$ cat src/rtl/debounce_pulse.sv
// Pushbutton conditioner: synchronizer, debounce counter and 4-state FSM giving a one-cycle pulse and a debounced level.
// Optional auto-repeat while held is enabled by defining DEBOUNCE_AUTOREPEAT_EN.
module debounce_pulse #(
  parameter int DEBOUNCE_CYCLES = 500000,
  parameter int REPEAT_DELAY    = 25000000,
  parameter int REPEAT_PERIOD   = 5000000,
  parameter int CNT_W           = 25
) (
  input  logic clock,
  input  logic nReset,
  input  logic button_n,
  output logic pulse,
  output logic level
);

  typedef enum logic [1:0] {
    IDLE,
    PRESS_WAIT,
    HELD,
    RELEASE_WAIT
  } state_t;

  localparam longint CNT_CAP = (longint'(1) << CNT_W) - 1;
  localparam logic [CNT_W-1:0] DB_LAST = CNT_W'(DEBOUNCE_CYCLES - 1);
  localparam logic [CNT_W-1:0] CNT_MAX = '1;

  // Reject configurations the counter cannot represent at elaboration time.
  if (DEBOUNCE_CYCLES < 2 ||
      longint'(DEBOUNCE_CYCLES) > CNT_CAP ||
      longint'(REPEAT_DELAY) > CNT_CAP ||
      longint'(REPEAT_PERIOD) > CNT_CAP) begin : g_bad_params
    $error("debounce_pulse: illegal DEBOUNCE_CYCLES/REPEAT_*/CNT_W combination");
  end

  state_t           state;
  logic [CNT_W-1:0] cnt;
  logic             sync1;
  logic             sync2;
  logic             pressed_s;

`ifdef DEBOUNCE_AUTOREPEAT_EN
  localparam logic [CNT_W-1:0] RD_LAST = CNT_W'(REPEAT_DELAY - 1);
  localparam logic [CNT_W-1:0] RP_LAST = CNT_W'(REPEAT_PERIOD - 1);

  logic [CNT_W-1:0] rcnt;
  logic             repeating;
  logic [CNT_W-1:0] rlimit;

  assign rlimit = repeating ? RP_LAST : RD_LAST;
`endif

  always_ff @(posedge clock or negedge nReset) begin
    if (!nReset) begin
      sync1 <= 1'b1;
      sync2 <= 1'b1;
    end else begin
      sync1 <= button_n;
      sync2 <= sync1;
    end
  end

  assign pressed_s = ~sync2;

  // Counters stop at their terminal value or saturate; they never wrap.
  always_ff @(posedge clock or negedge nReset) begin
    if (!nReset) begin
      state <= IDLE;
      cnt   <= '0;
      pulse <= 1'b0;
      level <= 1'b0;
`ifdef DEBOUNCE_AUTOREPEAT_EN
      rcnt      <= '0;
      repeating <= 1'b0;
`endif
    end else begin
      pulse <= 1'b0;
      case (state)
        IDLE: begin
          if (pressed_s) begin
            state <= PRESS_WAIT;
            cnt   <= '0;
          end
        end

        PRESS_WAIT: begin
          if (!pressed_s) begin
            state <= IDLE;
          end else if (cnt == DB_LAST) begin
            state <= HELD;
            pulse <= 1'b1;
            level <= 1'b1;
            cnt   <= '0;
`ifdef DEBOUNCE_AUTOREPEAT_EN
            rcnt      <= '0;
            repeating <= 1'b0;
`endif
          end else if (cnt != CNT_MAX) begin
            cnt <= cnt + 1'b1;
          end
        end

        HELD: begin
          if (!pressed_s) begin
            state <= RELEASE_WAIT;
            cnt   <= '0;
`ifdef DEBOUNCE_AUTOREPEAT_EN
            rcnt      <= '0;
            repeating <= 1'b0;
          end else if (rcnt == rlimit) begin
            pulse     <= 1'b1;
            rcnt      <= '0;
            repeating <= 1'b1;
          end else if (rcnt != CNT_MAX) begin
            rcnt <= rcnt + 1'b1;
`endif
          end
        end

        RELEASE_WAIT: begin
          if (pressed_s) begin
            state <= HELD;
          end else if (cnt == DB_LAST) begin
            state <= IDLE;
            level <= 1'b0;
          end else if (cnt != CNT_MAX) begin
            cnt <= cnt + 1'b1;
          end
        end

        default: begin
          state <= IDLE;
          level <= 1'b0;
        end
      endcase
    end
  end

endmodule

$ cat config.mk
export PLATFORM = sky130hd
export DESIGN_NAME = debounce_pulse
export DESIGN_NICKNAME = d
export VERILOG_FILES = /design/src/rtl/debounce_pulse.sv
export SDC_FILE = /design/constraint.sdc
export NUM_CORES = 1
export LEC_CHECK = 0
export CAP_MARGIN = 20
export CORE_UTILIZATION = 55
export CTS_CLUSTER_DIAMETER = 30
export DETAILED_ROUTE_END_ITERATION = 16
export GPL_TIMING_DRIVEN = 0
export PLACE_DENSITY_LB_ADDON = 0.3
export SETUP_SLACK_MARGIN = 0.02
export SLEW_MARGIN = 10
export SYNTH_ARGS = -nofsm -noshare
export SYNTH_HDL_FRONTEND = slang
export SYNTH_SLANG_ARGS = --single-unit
$ cat constraint.sdc
create_clock -name clock -period 2.14 [get_ports clock]
set_input_delay 0.428 -clock clock [delete_from_list [all_inputs] [get_ports clock]]
set_output_delay 0.428 -clock clock [all_outputs]
set_load 0.02 [all_outputs]
### After elaboration in Yosys (flattened, before gate mapping)

Index checks and enable logic that the tools add are counted.

* logic and storage cells: 49
* register bits: 31

* reduce and logical (&&, ||, !) cells: 5
* muxes and demuxes: 23
* equal/unequal tests: 14
* $add $sub $neg: 1

Operators by type and width (count)
* $mux W25: 7
* $pmux W25 S4: 1
* $add A25 B1 Y25 const B: 1
* $eq A25 B19 Y1 const B: 1
* $ne A25 B25 Y1 const B: 1
* $ne A2 B2 Y1 const B: 7
* $mux W2: 6
* $reduce_and A5 Y1: 2
* $pmux W2 S4: 1
* $mux W1: 7
* $ne A3 B3 Y1 const B: 2
* $eq A2 B2 Y1 const B: 2
* $reduce_and A4 Y1: 1
* $eq A2 B1 Y1 const B: 1
* $logic_not A2 Y1: 1
* $pmux W1 S2: 1
* $reduce_bool A2 Y1: 1

### Logic depth before layout (Yosys ltp)

* word-level depth: 5
* depth in mapped cells: 8

### Worst setup path after synthesis

Ideal clock, no wire load.

* kind: register to register
* start point: register cnt[0]
* end point: register cnt[23]
* path slack: 102 ps
* stages on the path, launching flop included: 7
* arrival time: 1960 ps
* setup time: 77 ps
* clock period less this slack: 2038 ps
* buffers on the path: 0
* cell sequence: dfrtp_1 -> ha_1 -> nand3_1 -> nor3_1 -> a2111o_1 -> or4_1 -> a21oi_1

* cells in the longest elaborated chain, start to end: 5
* elaborated cells on any way between the ends: 11
* classes of those cells: 1 x add/sub; 3 x eq/ne; 6 x mux; 1 x reduce/logical

Ends and longest elaborated chain
* start: declaration: line 36 `logic [CNT_W-1:0] cnt;`
* start signal: assignment: line 98 `cnt <= cnt + 1'b1;`
* start signal: assignment: line 126 `cnt <= cnt + 1'b1;`
* $add A25 B1 Y25 or $ne A25 B25 Y1 (tied branches)
* $mux W25: line 97, 125
* $mux W25 (on tied branches): line 122, 88
* $mux W25 (on tied branches): line 120, 86
* $pmux W25 S4: line 77 `case (state)`

Several ways; a longest one is shown, not always the timed one. The select of a mux whose other input is x is not followed.
A chain may end at the register's enable or synchronous reset.

### Worst setup path after layout

* start point: register cnt[11]
* end point: register cnt[11]

Same word-level chain as after synthesis.

==> results by group <==
Clock tree
  – Worst-skew pair later-pin latency: 0.35 ns
  – CTS tree: done
  – Reg clk slew, reported paths: 0.10 ns
  – Clock Sink Count: 31
  – Clock tree buffer depth: 2
  – Hold-fix buffers, CTS: 0
  – CTS buffer count: 5
  – CTS Root Cell: clkbuf_4
  – H-tree depth: 2

Cells and area
  – # nets final: between 200 and 250
  – Fin util: between 70% and 80%
  – Layout cells sized above 1: between 30% and 40%
  – Fillcell total: roughly 210
  – N_diodes: 0
  – Layout Area Growth over Synthesis: 30.2%
  – Non-Filler Instances: between 200 and 300

Synthesis
  – Syn_nets: approximately 200
  – Avg Inst Size Synth: roughly 9.5 sq um
  – Post-Syn Area: 0.00184 sq mm
  – Flops & latches, synth: 31
  – Main synth FF type: dfrtp_1
  – Leading area contributor after synthesis: dfrtp_1
  – Unique masters post-synth: 47
  – Post-synthesis sequential area ratio: about 42%
  – Synth Warn #: 0
  – Post-synth EDFFs: 0
  – Most common library cells after synthesis: dfrtp_1 (29), a21oi_1 (21), nand2_1 (15)
  – Post-synth ARST share: 100%
  – Count leader, synth: dfrtp_1
  – Post-synth top area share: 39.5%
  – Synth top area cells: dfrtp_1 (40%), a21oi_1 (5.7%), o31ai_1 (4.1%), or4_1 (4.1%), nand2_1 (3.1%)
  – Cell count after synthesis: 194

GRT
  – Total grt overflow: 0
  – Largest net degree at the start of global routing: 32
  – Initial antenna violation count: 0
  – Wire length of the first global-routing pass: approximately 7.9 mm
  – GR Util All Layers: a little under a third
  – Vias in the first global route: roughly 1,700

Floorplan
  – Die Ht: 59.8 um
  – Core ar.: 0.00310 sq mm
  – Initial Util: approximately 59%
  – I/O pin cnt: 5
  – Die width: between 50 and 60 um
  – Die area: about 0.0036 sq mm
  – Row Count: 20

Timing
  – Slew @ Worst Pin: roughly 0.67 ns
  – Fin worst setup slack: 0.00895 ns
  – Period minus WS final: ~2.1 ns
  – Slew Limit Fails: 0
  – Unrepaired setup endpoints after global routing: true
  – Clock skew: 0.00964 ns
  – Slew headroom: between 50% and 60%
  – Fmax: between 400 and 500 MHz
  – Final setup viols: 0
  – Final Hold Fails: 0
  – Final Cycle Share: around 100%

Placement
  – PortBufs: 4
  – Placer Congestion: ~0.90
  – Placed instance count: 242
  – HPWL Detailed: ~3.2 mm
  – DP Worst Slack: -0.301 ns

Route
  – Remaining antenna violation count after routing: 0
  – Met2 wire len: between 2 and 3 mm
  – Via density: approximately 6.6
  – DR vias: 1,838
  – Metal3 WL: 394 um
  – Max layer used: met4
  – Routed len/inst: roughly 19 um
  – Post-Route WL: 5.26 mm
  – 1st-pass router iterations: 5
  – Metal-1 WL: roughly 2.2 mm
  – Drt drc: 0
  – DRT iter0 DRCs: 177

Worst setup path
  – Critical Path Sink Type: flop
  – CP required: between 2 and 2.5 ns
  – Crit path launch: cnt[11]
  – Crit Path Class: reg2reg
  – Crit-path max FO: 6
  – FF-to-FF path depth: 8
  – Critical Path Source Type: flop
  – R2R setup slack: 0.009 ns
  – R2r startpoint: cnt[11]
  – CP Capture Point: cnt[11]
  – Crit path DAT: between 2 and 2.5 ns
  – Reg2reg end: cnt[11]

Power
  – Pwr dens: just over 500 mW/mm^2
  – VDD IR-drop max: 0.305 mV
  – Pleak: ~0.93 nW

Run status
  – Outcome: finished, final reports clean

Job
  – Max-cap viol count: 0

Hold path
  – Worst hold path class: in2async
## power breakdown
group	internal [W]	switching [W]	leakage, nW
Clock	0.000276	0.000216	0.0482
Sequential	0.000599	0.0000170	0.411
Combinational	0.0000503	0.0000597	0.473
Total	0.000925	0.000292	0.932
## worst max-delay path: stages, from the launching register on
cell,delay [ns]
dfrtp_2,0.45
nor4b_4,0.32
nand4_2,0.20
o41ai_4,0.35
buf_4,0.20
buf_6,0.14
clkbuf_16,0.14
o31ai_1,0.07
a21oi_1,0.16
## what timing repair did
action	CTS	global route
cloned	0	2
pin swaps	4	11
buffers inserted	6	22
resized for setup	3	35
setup endpoints to repair	21	24
## layer usage
layer | track usage, % | vias up
li1 | - | 837
met2 | 45.9 | 94
met1 | 39.4 | 889
met4 | 19.3 | 0
met3 | 8.44 | 18
met5 | 0 | -
## worst min-delay path by stage
| stage | end | slack, ns | start |
|---|---|---|---|
| 6_report | cnt[10] | 0.1 | nReset |
| 5_1_grt | cnt[3] | 0.16 | nReset |
| 4_1_cts | cnt[8] | 0.12 | nReset |
| 3_5_place_dp | sync2 | 0.35 | sync1 |
| 3_3_place_gp | sync2 | 0.35 | sync1 |
| 2_1_floorplan | asynchronous set/reset pin | 0.13 | nReset |
## cell families (layout without fill, tap and decap cells)
kind of cell	count (synthesis)	count (layout)	synth area share [%]
compound gates	56	56	20.5
mux	3	3	1.70
buf+inv	16	56	5.11
fa+ha+maj	1	1	0.681
simple gates	86	86	29.2
xor+xnor	1	1	0.477
flops	31	31	42.4
## state kept, by name, indices dropped and copies added, names as in the netlist, named ones only
| name | flops |
|---|---|
| sync1 | 1 |
| sync2 | 1 |
| cnt | 25 |
| level | 1 |
| state | 1 |
| pulse | 1 |
## area by class of cell
type                            instances  area [sq um]  area share [%]
Buffer                                  8          83.8            3.50
Clock inverter                          2          35.0            1.46
Multi-Input combinational cell        147          1080            45.3
Inverter                                6          22.5           0.941
Sequential cell                        31           786            32.8
Clock buffer                            6          51.3            2.14
Tap cell                               44          55.1            2.30
Timing Repair Buffer                   34           275            11.5
## layout by cell type, fill, tap and decap left out, types with 3 or more instances in the layout
cell,instances
a21oi_1,16
nand2_1,14
nor2_1,6
nand3_1,7
buf_6,5
o31ai_1,7
o21ai_0,5
and4_1,3
a21oi_2,5
nor3_1,3
or3_1,6
nor4_1,4
buf_4,29
buf_2,3
dfrtp_2,6
or4_4,3
o211ai_1,5
inv_1,6
or4_1,7
clkdlybuf4s50_1,3
o21ai_1,4
dfrtp_1,23
clkbuf_4,5
nand4_1,9
## stage by stage
stage	power (W)	TNS (ns)	hold slack [ns]	area, sq um
final	0.00122	0	0.0994	2390
after global routing	0.00126	-0.229	0.161	2390
after floorplan	0.000671	0	0.132	1840
after global placement	0.000698	-1.66	0.349	1930
after CTS	0.00119	0	0.118	2070
after detailed placement	0.000702	-3.91	0.347	1930
Note: power is estimated with default switching activity, not from simulation.
